**src/rtl/dtmf_pkg.sv**
```systemverilog
// Shared definitions for the DTMF tone mixer.
//   - key codes for the 16-key keypad (0-9, A-D, '*', '#')
//   - FSM state encodings
//   - key_row / key_col: map a key code onto its keypad row / column index
package dtmf_pkg;

    localparam logic [3:0] KEY_0    = 4'h0;
    localparam logic [3:0] KEY_1    = 4'h1;
    localparam logic [3:0] KEY_2    = 4'h2;
    localparam logic [3:0] KEY_3    = 4'h3;
    localparam logic [3:0] KEY_4    = 4'h4;
    localparam logic [3:0] KEY_5    = 4'h5;
    localparam logic [3:0] KEY_6    = 4'h6;
    localparam logic [3:0] KEY_7    = 4'h7;
    localparam logic [3:0] KEY_8    = 4'h8;
    localparam logic [3:0] KEY_9    = 4'h9;
    localparam logic [3:0] KEY_A    = 4'hA;
    localparam logic [3:0] KEY_B    = 4'hB;
    localparam logic [3:0] KEY_C    = 4'hC;
    localparam logic [3:0] KEY_D    = 4'hD;
    localparam logic [3:0] KEY_STAR = 4'hE;
    localparam logic [3:0] KEY_HASH = 4'hF;

    localparam logic [1:0] IDLE = 2'd0;
    localparam logic [1:0] TONE = 2'd1;
    localparam logic [1:0] GAP  = 2'd2;

    // Row 0: 697 Hz .. row 3: 941 Hz
    function automatic logic [1:0] key_row(input logic [3:0] key);
        logic [1:0] r;
        case (key)
            KEY_1, KEY_2, KEY_3, KEY_A: r = 2'd0;
            KEY_4, KEY_5, KEY_6, KEY_B: r = 2'd1;
            KEY_7, KEY_8, KEY_9, KEY_C: r = 2'd2;
            default:                    r = 2'd3;   // '*', 0, '#', D
        endcase
        return r;
    endfunction

    // Column 0: 1209 Hz .. column 3: 1633 Hz
    function automatic logic [1:0] key_col(input logic [3:0] key);
        logic [1:0] c;
        case (key)
            KEY_1, KEY_4, KEY_7, KEY_STAR: c = 2'd0;
            KEY_2, KEY_5, KEY_8, KEY_0:    c = 2'd1;
            KEY_3, KEY_6, KEY_9, KEY_HASH: c = 2'd2;
            default:                       c = 2'd3;   // A-D
        endcase
        return c;
    endfunction

endpackage

```
**src/rtl/dtmf_sync2.sv**
```systemverilog
// Two-flop synchronizer for asynchronous level inputs.
//   clk_i    : destination clock
//   rst_n_i  : asynchronous active-low reset, clears both stages
//   d_i      : asynchronous inputs
//   q_o      : inputs synchronized to clk_i (two-cycle latency)
module dtmf_sync2 #(
    parameter int WIDTH = 8
) (
    input  logic             clk_i,
    input  logic             rst_n_i,
    input  logic [WIDTH-1:0] d_i,
    output logic [WIDTH-1:0] q_o
);

    logic [WIDTH-1:0] meta_q;
    logic [WIDTH-1:0] sync_q;

    always_ff @(posedge clk_i or negedge rst_n_i) begin
        if (!rst_n_i) begin
            meta_q <= '0;
            sync_q <= '0;
        end else begin
            meta_q <= d_i;
            sync_q <= meta_q;
        end
    end

    assign q_o = sync_q;

endmodule

```
**src/rtl/dtmf_tone_mixer.sv**
```systemverilog
// DTMF tone mixer: accepts one keypad digit per valid/ready handshake and
// gates the matching row/column square-wave pair onto a summed 2-bit output
// for ON_TICKS cycles, followed by OFF_TICKS cycles of silence.
//   inclk        : system clock (1 MHz)
//   rst_n        : asynchronous active-low reset
//   row_tones    : row square waves   [0]=697 [1]=770 [2]=852 [3]=941 Hz
//   col_tones    : column square waves [0]=1209 [1]=1336 [2]=1477 [3]=1633 Hz
//   digit        : key code, sampled on digit_valid & digit_ready
//   digit_valid  : upstream presents a digit
//   digit_ready  : high only while IDLE
//   tone_out     : row_sq + col_sq while sounding, else 0
//   row_sq       : gated selected row tone
//   col_sq       : gated selected column tone
//   busy         : high in TONE or GAP
//
// state | meaning
// IDLE  | waiting for a digit, digit_ready high
// TONE  | selected row/column tones gated to the outputs for ON_TICKS cycles
// GAP   | forced silence for OFF_TICKS cycles
module dtmf_tone_mixer
    import dtmf_pkg::*;
#(
    parameter int ON_TICKS  = 100000,
    parameter int OFF_TICKS = 50000,
    parameter int CNT_W     = 17
) (
    input  logic       inclk,
    input  logic       rst_n,
    input  logic [3:0] row_tones,
    input  logic [3:0] col_tones,
    input  logic [3:0] digit,
    input  logic       digit_valid,
    output logic       digit_ready,
    output logic [1:0] tone_out,
    output logic       row_sq,
    output logic       col_sq,
    output logic       busy
);

    localparam logic [CNT_W-1:0] ON_LAST  = CNT_W'(ON_TICKS - 1);
    localparam logic [CNT_W-1:0] OFF_LAST = CNT_W'(OFF_TICKS - 1);

    logic [1:0]       state_q, state_d;
    logic [CNT_W-1:0] cnt_q, cnt_d;
    logic [3:0]       digit_q, digit_d;
    logic             ready_q;
    logic             row_q, col_q;
    logic [1:0]       tone_q;

    logic [7:0]       tones_sync;
    logic [3:0]       row_sync, col_sync;
    logic             row_d, col_d;
    logic             accept;

    dtmf_sync2 #(.WIDTH(8)) u_sync (
        .clk_i   (inclk),
        .rst_n_i (rst_n),
        .d_i     ({col_tones, row_tones}),
        .q_o     (tones_sync)
    );

    assign row_sync = tones_sync[3:0];
    assign col_sync = tones_sync[7:4];

    // ready_q is only ever set while IDLE, so it also qualifies the state
    assign accept = digit_valid & ready_q;

    always_comb begin
        state_d = state_q;
        cnt_d   = cnt_q;
        digit_d = digit_q;
        case (state_q)
            IDLE: begin
                if (accept) begin
                    digit_d = digit;
                    cnt_d   = '0;
                    state_d = TONE;
                end
            end
            TONE: begin
                if (cnt_q == ON_LAST) begin
                    cnt_d   = '0;
                    state_d = GAP;
                end else begin
                    cnt_d = cnt_q + CNT_W'(1);
                end
            end
            GAP: begin
                if (cnt_q == OFF_LAST) begin
                    cnt_d   = '0;
                    state_d = IDLE;
                end else begin
                    cnt_d = cnt_q + CNT_W'(1);
                end
            end
            default: begin
                cnt_d   = '0;
                state_d = IDLE;
            end
        endcase
    end

    assign row_d = (state_q == TONE) & row_sync[key_row(digit_q)];
    assign col_d = (state_q == TONE) & col_sync[key_col(digit_q)];

    always_ff @(posedge inclk or negedge rst_n) begin
        if (!rst_n) begin
            state_q <= IDLE;
            cnt_q   <= '0;
            digit_q <= '0;
            ready_q <= 1'b0;
            row_q   <= 1'b0;
            col_q   <= 1'b0;
            tone_q  <= 2'd0;
        end else begin
            state_q <= state_d;
            cnt_q   <= cnt_d;
            digit_q <= digit_d;
            // registered so that ready stays low while reset is asserted
            ready_q <= (state_d == IDLE);
            row_q   <= row_d;
            col_q   <= col_d;
            tone_q  <= {1'b0, row_d} + {1'b0, col_d};
        end
    end

    assign digit_ready = ready_q;
    assign row_sq      = row_q;
    assign col_sq      = col_q;
    assign tone_out    = tone_q;
    assign busy        = (state_q != IDLE);

endmodule
```
**config.mk**
```make
export PLATFORM = sky130hd
export DESIGN_NAME = dtmf_tone_mixer
export DESIGN_NICKNAME = d
export VERILOG_FILES = /design/src/rtl/dtmf_pkg.sv /design/src/rtl/dtmf_sync2.sv /design/src/rtl/dtmf_tone_mixer.sv
export SDC_FILE = /design/constraint.sdc
export NUM_CORES = 1
export LEC_CHECK = 0
export ABC_AREA = 1
export CAP_MARGIN = 25
export CORE_ASPECT_RATIO = 1.75
export CORE_MARGIN = 4
export CORE_UTILIZATION = 30
export DETAILED_ROUTE_END_ITERATION = 12
export PLACE_DENSITY = 0.51
export SYNTH_ARGS = -nofsm -noshare
export SYNTH_HDL_FRONTEND = slang
export SYNTH_SLANG_ARGS = --single-unit
export TNS_END_PERCENT = 100
```
**constraint.sdc**
```tcl
create_clock -name inclk -period 4.03 [get_ports inclk]
set_clock_uncertainty 0.2 [all_clocks]
set_input_delay 0.6045 -clock inclk [delete_from_list [all_inputs] [get_ports inclk]]
set_output_delay 0.6045 -clock inclk [all_outputs]
set_load 0.05 [all_outputs]
```
==> results.toml <==
[floorplanning]
initial_core_util_pct = 31.04
die_h_um = 120.2
num_io_pins = 21
dieArea_mm2 = 0.008674
die_x_um = 72.14
core_area_mm2 = 0.006957
rows = 40

[clock_tree]
h-tree-depth = 2
postCtsSetupBuffers = 0
root_buffer = "clkbuf_16"
clk_latency_ns = 0.28
cts_hold_buffers = 0
cts_resized = 0
cts_max_path_buffers = 2
cts_tree = "built"
clk_pin_slew_ns = 0.06
cts_made_buffers = 5
clock-sinks = 44

[routing]
ant_nets = 0
drt_iter0_markers = 116
vias = 1787
first_pass_iters = 4
drcViolationCount = 0
wire_per_inst_um = 13.37
wirelength_um = 4987
via_per_inst = 4.791

[synth]
synth_top_cell_area_share_pct = 50.98
yosysTopAreaCell = "dfrtp_1"
synth_area_mm2 = 0.002160
synth.distinct_cells = 26
ys_warn_count = 0
synthTopCellsByArea = "dfrtp_1 51%, nand2_1 11%, nand3_1 6.5%"
synth_cells = 262
syn_nets = 283
syn_area_per_cell_um2 = 8.243
ys_seq_area_share_pct = 50.98
ys_seq_elements = 44

[power]
power.total_mw = 1.565
p_leak_nw = 1.255
irDropWorstVdd_mv = 0.1952
powerDensity_mw_per_mm2 = 587.8

[timing]
setup_slack_ns = 1.354
fin_tns_setup_ns = 0
finalSetupViolations = 0
finalCriticalPeriod_ns = 2.676
tightest_slew_ns = 0.5670
relSlewSlack_pct = 62.11
rsz0062_at_grt = "false"
hold_viol_final = 0
fin_crit_sh_pct = 66.41
fmax_ghz = 0.3737
drv_slew = 0

[placed_design]
dp_hpwl_um = 3919
gp_congestion = 0.9312
post-place-ws_ns = 1.381
numPortBuffers = 20

[hold_path]
min-delay-start = "u_sync.meta_q[2]"
hold_class = "reg -> reg"

[critical_path]
cp-end-kind = "primary output"
crit_start = "state_q[0]"
r2r-start = "state_q[0]"
start_kind = "flip-flop"
worstPathArrival_ns = 1.87
required_ns = 3.23
path_max_fanout = 3
critPathKind = "reg -> out"

[global_routing]
grtUsageTotal_pct = 12.75
top_usage_layer = "met2"
antenna_found_initial = 0
grt_pass1_vias = 1819
met1_usage_pct = 11.77
grt_pass1_wl_um = 8404
grt_max_degree = 45
met2_usage_pct = 23.63
grt_overflow = 0
met3_usage_pct = 2.413

[status]
status = "finished, final reports clean"

[job]
maxCapViolations = 0

[finish]
diodes = 0
drive_gt1_share_pct = 7.612
fill_cells = 732
area_growth_pct = 23.29
fin_nets = 310
## cells in the final DEF (no fill, tap or decap), types with 2 or more instances in the layout
master	count
a21oi_1	19
bufinv_16	2
clkbuf_16	5
clkdlybuf4s50_1	19
dfrtp_1	44
ha_1	6
inv_1	34
inv_2	2
nand2_1	63
nand2_2	3
nand2_4	2
nand3_1	28
nand3b_1	2
nand4_1	5
nor2_1	29
o21ai_0	4
o21bai_1	2
or2_2	2
xor2_1	7
## Yosys cell counts
library cell and n:
nand2_1 63, dfrtp_1 44, inv_1 34, nor2_1 29, nand3_1 28, a21oi_1 19, xor2_1 7, ha_1 6
nand4_1 5, o21ai_0 4, nand2_2 3, inv_2 2, nand2_4 2, nand3b_1 2, o21bai_1 2, or2_2 2
a21o_1 1, a21oi_2 1, a22oi_1 1, buf_2 1, buf_6 1, clkbuf_1 1, nor2_2 1, nor3_2 1
o21ai_1 1, o22ai_1 1
## cell families (layout without fill, tap and decap cells)
logic type      after synthesis  in the layout  synth area share, %
simple gates                136            136                27.87
flops                        44             44                50.99
buf+inv                      39             66                7.184
compound gates               30             30                7.648
xor+xnor                      7              7                2.839
fa+ha+maj                     6              6                3.476
## flip-flops by register name, summed over array words and instances (netlist names)
| name | count |
|---|---|
| tone_out | 2 |
| state_q | 2 |
| cnt_q | 17 |
| digit_q | 4 |
| u_sync.q_o | 8 |
| u_sync.meta_q | 8 |
| digit_ready | 1 |
| col_sq | 1 |
| row_sq | 1 |
## power breakdown
part	total, mW	leakage (nW)	internal [mW]	switching [mW]
Sequential	0.530	0.557	0.498	0.0314
Combinational	0.528	0.608	0.167	0.361
Clock	0.507	0.0899	0.351	0.156
Total	1.57	1.26	1.02	0.548
## cell type report
type | count | area [um2] | share of cell area, %
inverter | 36 | 135.1 | 5.075
clock inverter | 2 | 60.06 | 2.256
timing repair buffer | 23 | 232.7 | 8.741
clock buffer | 5 | 125.1 | 4.699
multi-input combinational | 179 | 903.4 | 33.93
tap | 84 | 105.1 | 3.947
sequential | 44 | 1101 | 41.35
## worst max-delay path, cell delays in order, from the launching register on
cell             delay, ns
dfrtp_1               0.38
inv_1                 0.09
ha_1                  0.23
inv_1                 0.09
clkdlybuf4s50_1       0.80
## routing by layer
layer / vias to the layer above / part of all wire (%)
li1: 885 / -
met1: 844 / 33
met2: 40 / 57
met3: 18 / 3.3
met4: 0 / 5.8
met5: - / 0
## stage by stage
| stage | instances | hold slack [ns] | cell area [um2] | utilization [%] |
|---|---|---|---|---|
| after floorplan | 262 | 0.1089 | 2160 | - |
| after global placement | 364 | 0.1312 | 2447 | 35.18 |
| after detailed placement | 364 | 0.1347 | 2447 | 35.18 |
| after CTS | 371 | 0.1477 | 2633 | 37.84 |
| after global routing | 373 | 0.1497 | 2663 | 38.27 |
| final | 373 | 0.1459 | 2663 | 38.27 |
## worst paths after layout
path,end,slack [ns],cells past startpoint
max,busy,1.35,4
min,u_sync.q_o[2],0.15,0
max reg2reg,cnt_q[12],1.82,7
min reg2reg,u_sync.q_o[2],0.15,0
max in group asynchronous,u_sync.q_o[2],2.73,3
min in group asynchronous,cnt_q[6],0.46,2
No activity file was read; power rests on OpenSTA's default activity.
